--- config.mk ---
export PLATFORM = sky130hd
export DESIGN_NAME = ahbextarbiter
export DESIGN_NICKNAME = d
export VERILOG_FILES = /design/src/rtl/ahbextarbiter_pkg.sv /design/src/rtl/ahbextarbiter_burstcounter.sv /design/src/rtl/ahbextarbiter.sv
export SDC_FILE = /design/constraint.sdc
export NUM_CORES = 1
export LEC_CHECK = 0
export CAP_MARGIN = 15
export CORE_AREA = 2 2 123 125
export CTS_CLUSTER_SIZE = 14
export DETAILED_ROUTE_END_ITERATION = 6
export DIE_AREA = 0 0 125 127
export SLEW_MARGIN = 20
export SYNTH_ARGS = -nofsm -noshare
export SYNTH_HDL_FRONTEND = slang
export SYNTH_SLANG_ARGS = --single-unit
--- constraint.sdc ---
create_clock -name clk -period 4 [get_ports clk]
set_clock_uncertainty 0.05 [all_clocks]
set_input_delay 0.4 -clock clk [delete_from_list [all_inputs] [get_ports clk]]
set_output_delay 0.4 -clock clk [all_outputs]
set_load 0.05 [all_outputs]
--- src/rtl/ahbextarbiter_pkg.sv ---
// Shared bus widths, AHB encodings and burst helpers for the external-port arbiter.
package ahbextarbiter_pkg;

   localparam int PA_BITS = 32;
   localparam int AHBW    = 32;
   localparam int XLEN    = 32;

   localparam logic [1:0] HTRANS_IDLE   = 2'b00;
   localparam logic [1:0] HTRANS_BUSY   = 2'b01;
   localparam logic [1:0] HTRANS_NONSEQ = 2'b10;
   localparam logic [1:0] HTRANS_SEQ    = 2'b11;

   localparam logic [2:0] HBURST_SINGLE = 3'b000;
   localparam logic [2:0] HBURST_INCR   = 3'b001;
   localparam logic [2:0] HBURST_WRAP4  = 3'b010;
   localparam logic [2:0] HBURST_INCR4  = 3'b011;
   localparam logic [2:0] HBURST_WRAP8  = 3'b100;
   localparam logic [2:0] HBURST_INCR8  = 3'b101;
   localparam logic [2:0] HBURST_WRAP16 = 3'b110;
   localparam logic [2:0] HBURST_INCR16 = 3'b111;

   // Address-phase control of one manager, muxed as a single bundle.
   typedef struct packed {
      logic [PA_BITS-1:0] haddr;
      logic [1:0]         htrans;
      logic               hwrite;
      logic [2:0]         hsize;
      logic [2:0]         hburst;
      logic [3:0]         hprot;
      logic               hmastlock;
   } ahb_ctrl_t;

   // Number of beats in a burst; undefined-length INCR counts as one.
   function automatic logic [4:0] beatlen(input logic [2:0] hburst);
      case (hburst)
         HBURST_WRAP4, HBURST_INCR4:   beatlen = 5'd4;
         HBURST_WRAP8, HBURST_INCR8:   beatlen = 5'd8;
         HBURST_WRAP16, HBURST_INCR16: beatlen = 5'd16;
         default:                      beatlen = 5'd1;
      endcase
   endfunction

   // Fixed-length bursts are everything except SINGLE and INCR.
   function automatic logic is_fixed(input logic [2:0] hburst);
      is_fixed = (hburst[2:1] != 2'b00);
   endfunction

endpackage

--- src/rtl/ahbextarbiter_burstcounter.sv ---
// Remaining-beat counter for the current address-phase owner's burst.
module ahbburstcounter
   import ahbextarbiter_pkg::*;
(
   input  logic       clk,
   input  logic       reset,
   input  logic       load,
   input  logic       dec,
   input  logic       clear,
   input  logic [2:0] hburst,
   output logic       last_beat
);

   logic [3:0] remaining;

   // Clear on handover wins; a NONSEQ loads beats-1, fixed-burst SEQ counts down.
   always_ff @(posedge clk or posedge reset) begin
      if (reset)
         remaining <= 4'd0;
      else if (clear)
         remaining <= 4'd0;
      else if (load)
         remaining <= 4'(beatlen(hburst) - 5'd1);
      else if (dec && (remaining != 4'd0))
         remaining <= remaining - 4'd1;
   end

   assign last_beat = (remaining == 4'd1);

endmodule

--- src/rtl/ahbextarbiter.sv ---
// Two-manager AHB-Lite arbiter for the external memory port, round-robin,
// handing over only at transfer/burst boundaries outside locked sequences.
module ahbextarbiter
   import ahbextarbiter_pkg::*;
(
   input  logic                 clk,
   input  logic                 reset,
   input  logic [PA_BITS-1:0]   HADDRM0,
   input  logic [PA_BITS-1:0]   HADDRM1,
   input  logic [1:0]           HTRANSM0,
   input  logic [1:0]           HTRANSM1,
   input  logic                 HWRITEM0,
   input  logic                 HWRITEM1,
   input  logic [2:0]           HSIZEM0,
   input  logic [2:0]           HSIZEM1,
   input  logic [2:0]           HBURSTM0,
   input  logic [2:0]           HBURSTM1,
   input  logic [3:0]           HPROTM0,
   input  logic [3:0]           HPROTM1,
   input  logic                 HMASTLOCKM0,
   input  logic                 HMASTLOCKM1,
   input  logic [AHBW-1:0]      HWDATAM0,
   input  logic [AHBW-1:0]      HWDATAM1,
   input  logic [XLEN/8-1:0]    HWSTRBM0,
   input  logic [XLEN/8-1:0]    HWSTRBM1,
   output logic                 HREADYM0,
   output logic                 HREADYM1,
   output logic                 HRESPM0,
   output logic                 HRESPM1,
   output logic [AHBW-1:0]      HRDATAM,
   output logic [PA_BITS-1:0]   HADDR,
   output logic [1:0]           HTRANS,
   output logic                 HWRITE,
   output logic [2:0]           HSIZE,
   output logic [2:0]           HBURST,
   output logic [3:0]           HPROT,
   output logic                 HMASTLOCK,
   output logic [AHBW-1:0]      HWDATA,
   output logic [XLEN/8-1:0]    HWSTRB,
   output logic                 HSELEXT,
   input  logic [AHBW-1:0]      HRDATAEXT,
   input  logic                 HREADYEXT,
   input  logic                 HRESPEXT
);

   logic      aowner;
   logic      downer;
   ahb_ctrl_t ctrl_m0;
   ahb_ctrl_t ctrl_m1;
   ahb_ctrl_t ctrl;
   logic      req_m0;
   logic      req_m1;
   logic      other_req;
   logic      last_beat;
   logic      boundary;
   logic      switch_ok;
   logic      handover;

   assign ctrl_m0 = '{haddr: HADDRM0, htrans: HTRANSM0, hwrite: HWRITEM0, hsize: HSIZEM0,
                      hburst: HBURSTM0, hprot: HPROTM0, hmastlock: HMASTLOCKM0};
   assign ctrl_m1 = '{haddr: HADDRM1, htrans: HTRANSM1, hwrite: HWRITEM1, hsize: HSIZEM1,
                      hburst: HBURSTM1, hprot: HPROTM1, hmastlock: HMASTLOCKM1};
   assign ctrl    = aowner ? ctrl_m1 : ctrl_m0;

   assign HADDR     = ctrl.haddr;
   assign HTRANS    = ctrl.htrans;
   assign HWRITE    = ctrl.hwrite;
   assign HSIZE     = ctrl.hsize;
   assign HBURST    = ctrl.hburst;
   assign HPROT     = ctrl.hprot;
   assign HMASTLOCK = ctrl.hmastlock;
   assign HSELEXT   = ctrl.htrans[1];
   assign HWDATA    = downer ? HWDATAM1 : HWDATAM0;
   assign HWSTRB    = downer ? HWSTRBM1 : HWSTRBM0;
   assign HRDATAM   = HRDATAEXT;

   assign req_m0    = HTRANSM0[1];
   assign req_m1    = HTRANSM1[1];
   assign other_req = aowner ? req_m0 : req_m1;

   // BUSY and INCR continuation never count as a boundary.
   assign boundary  = (ctrl.htrans == HTRANS_IDLE)
                    | ((ctrl.htrans == HTRANS_NONSEQ) & (ctrl.hburst == HBURST_SINGLE))
                    | ((ctrl.htrans == HTRANS_SEQ) & is_fixed(ctrl.hburst) & last_beat);
   assign switch_ok = HREADYEXT & ~ctrl.hmastlock & boundary;
   assign handover  = switch_ok & other_req;

   // Address owner flips on a legal handover; data owner trails it by one accepted phase.
   always_ff @(posedge clk or posedge reset) begin
      if (reset) begin
         aowner <= 1'b0;
         downer <= 1'b0;
      end else begin
         if (handover)
            aowner <= ~aowner;
         if (HREADYEXT)
            downer <= aowner;
      end
   end

   ahbburstcounter u_burstcounter (
      .clk       (clk),
      .reset     (reset),
      .load      (HREADYEXT & (ctrl.htrans == HTRANS_NONSEQ)),
      .dec       (HREADYEXT & (ctrl.htrans == HTRANS_SEQ) & is_fixed(ctrl.hburst)),
      .clear     (handover),
      .hburst    (ctrl.hburst),
      .last_beat (last_beat)
   );

   // A manager that owns neither phase is stalled only while it is requesting.
   assign HREADYM0 = (~aowner | ~downer) ? HREADYEXT : ~req_m0;
   assign HREADYM1 = ( aowner |  downer) ? HREADYEXT : ~req_m1;
   assign HRESPM0  = ~downer & HRESPEXT;
   assign HRESPM1  =  downer & HRESPEXT;

endmodule

==> metrics <==
Total GRT Usage=9.67%; most frequent cells in the layout=clkdlybuf4s50_1, mux2_2, inv_1, nor2_1, dfrtp_1; Max Slew Vio Count=0; Max Cap Violations=0; FF+latch count, synth=6; TritonCTS Sinks=6; clk buf depth=2; total nets after synthesis=387; register area share after synthesis=8.26%; via count=2235; Root Buffer Master=clkbuf_16; CP Cell Sequence=buf_4, mux2_2, clkdlybuf4s50_1; Non-Filler Instances=583; total negative slack=0 ns; diode count=0; most common cell after layout, fill and taps aside=clkdlybuf4s50_1; FILL cells=1504; Slew headroom=39.5%; H-tree depth=1; RSZ-0062 raised after global routing=no; number of instances in the placed design=579; Tot Pwr=0.00270 W; total grt overflow=0; largest net degree at the start of global routing=46; Tmin final=3.08 ns; Post-Synthesis Cells=184; Ports=319; FF+latch area=151 um2; VDD IR-drop max=0.000298 V; Port Buffer Count=254; Routability Congestion=0.784; Initial Utilization=12.6%; Fin Hold WS=0.348 ns; PwrDens=617 nW/um2; vias in the first global route=2371; critical path type=reg2out; Post-CTS Hold Fix Bufs=0; drt wl/cell=14.8 um; clock latency on the worst-skew pair=0.23 ns; antenna violations before repair=0; hpwl dp=7640 um; DRC violations left=0; layout cells sized above 1=24.8%; Synth Warn #=0; core outline area=14400 um2; area growth from synthesis to final layout=141%; Critical Path End Type=output pin; PostCTS Resize Cnt=0; min-delay worst type=in2async; crit-path leading delay family=buffers and inverters; area of the multi-input gates=1340 um2; worst path buffer plus inverter count=2; Worst Path Max Fanout=45; number of synthesized flops with an enable pin=0; final hold vios=0; Final ANT Viol Nets=0; Post-Syn Area=1820 um2; cts bufs inserted=3; worst-path cell with the longest stage delay=dfrtp_2; Post-CTS Repair Setup Buffers=0; DR iter-0 viols=34; achievable frequency=0.325 GHz; Max stage delay on crit path=0.95 ns; Final Setup Violations=0; Worst Path Required=3.55 ns; Nets=603; Least-Margin Pin Slew=0.907 ns; DR vias/cell=3.83; Die Ht=127 um; first-pass GRT wire length=12400 um; Pre-Repair DR Iteration Count=4; row cnt=44; Netlist cell types=40; Async S/R FF share, synth=100%; CP arrival=2.63 ns; status=completed; die area=15900 um2; Post-Route WL=8610 um; syn avg cell area=9.87 um2; Leak Pwr=1.59 nW; DIE WIDTH=125 um; CTS tree=done; Top FF cell, synth=dfrtp_1; clk slew on worst S/H paths=0.04 ns; Worst setup SP type=flop; Tcrit/Tclk final=77.0%
## cell usage after synthesis (2+ instances only)
cell | n | area [um2]
mux2_2 | 82 | 923
buf_4 | 33 | 248
clkbuf_1 | 6 | 22.5
dfrtp_1 | 6 | 150
inv_1 | 6 | 22.5
nor2_1 | 6 | 22.5
buf_2 | 5 | 25.0
a21oi_1 | 3 | 15.0
ha_1 | 3 | 37.5
a311oi_1 | 2 | 17.5
and3_1 | 2 | 12.5
nor3b_1 | 2 | 15.0
## path summary, 6_finish.rpt
path,to,depth (start not counted),slack [ns],start
setup / recovery,HADDR[25],3,0.92,aowner
hold / removal,u_burstcounter.remaining[1],2,0.35,reset
setup reg to reg,u_burstcounter.remaining[2],4,1.63,aowner
hold reg to reg,downer,1,0.56,downer
max in group asynchronous,aowner,2,3.34,reset
min in group clk,downer,1,0.56,downer
## logic make-up (layout without fill, tap and decap cells)
| group | Yosys count | count (layout) | share of synthesized area, % |
|---|---|---|---|
| mux | 83 | 83 | 52.1 |
| xor+xnor | 1 | 1 | 0.482 |
| buf+inv | 51 | 266 | 18.1 |
| compound gates | 14 | 14 | 9.09 |
| simple gates | 26 | 26 | 9.92 |
| fa+ha+maj | 3 | 3 | 2.07 |
| flops | 6 | 6 | 8.26 |
## metrics by stage
| stage | util [%] | setup slack (ns) | area, um2 |
|---|---|---|---|
| 2_1_floorplan | - | 1.70 | 1820 |
| 3_3_place_gp | 29.8 | 1.19 | 4300 |
| 3_5_place_dp | 29.8 | 1.15 | 4300 |
| 4_1_cts | 30.4 | 0.896 | 4380 |
| 5_1_grt | 30.4 | 0.765 | 4380 |
| 6_report | 30.4 | 0.920 | 4380 |
## cell type report
| class | instances | area share [%] |
|---|---|---|
| Tap cell | 184 | 5.26 |
| Inverter | 6 | 0.514 |
| Multi-Input combinational cell | 127 | 30.6 |
| Clock buffer | 4 | 1.80 |
| Timing Repair Buffer | 256 | 58.4 |
| Sequential cell | 6 | 3.46 |
## report_power, final
part	total [W]	switching [W]	internal, W
clock	0.000169	0.0000366	0.000132
sequential	0.000196	0.000104	0.0000920
combinational	0.00233	0.00135	0.000980
total	0.00270	0.00149	0.00120
## metal layers
metal	wire, um	GRT usage [%]
met4	68	1.44
met5	0	0
met1	2930	9.74
met3	776	3.02
met2	4830	19.7
## registers in the layout, summed over array words and instances, names as in the netlist
name                      count
aowner                        1
downer                        1
u_burstcounter.remaining      4
(Power assumes the default switching activity.)
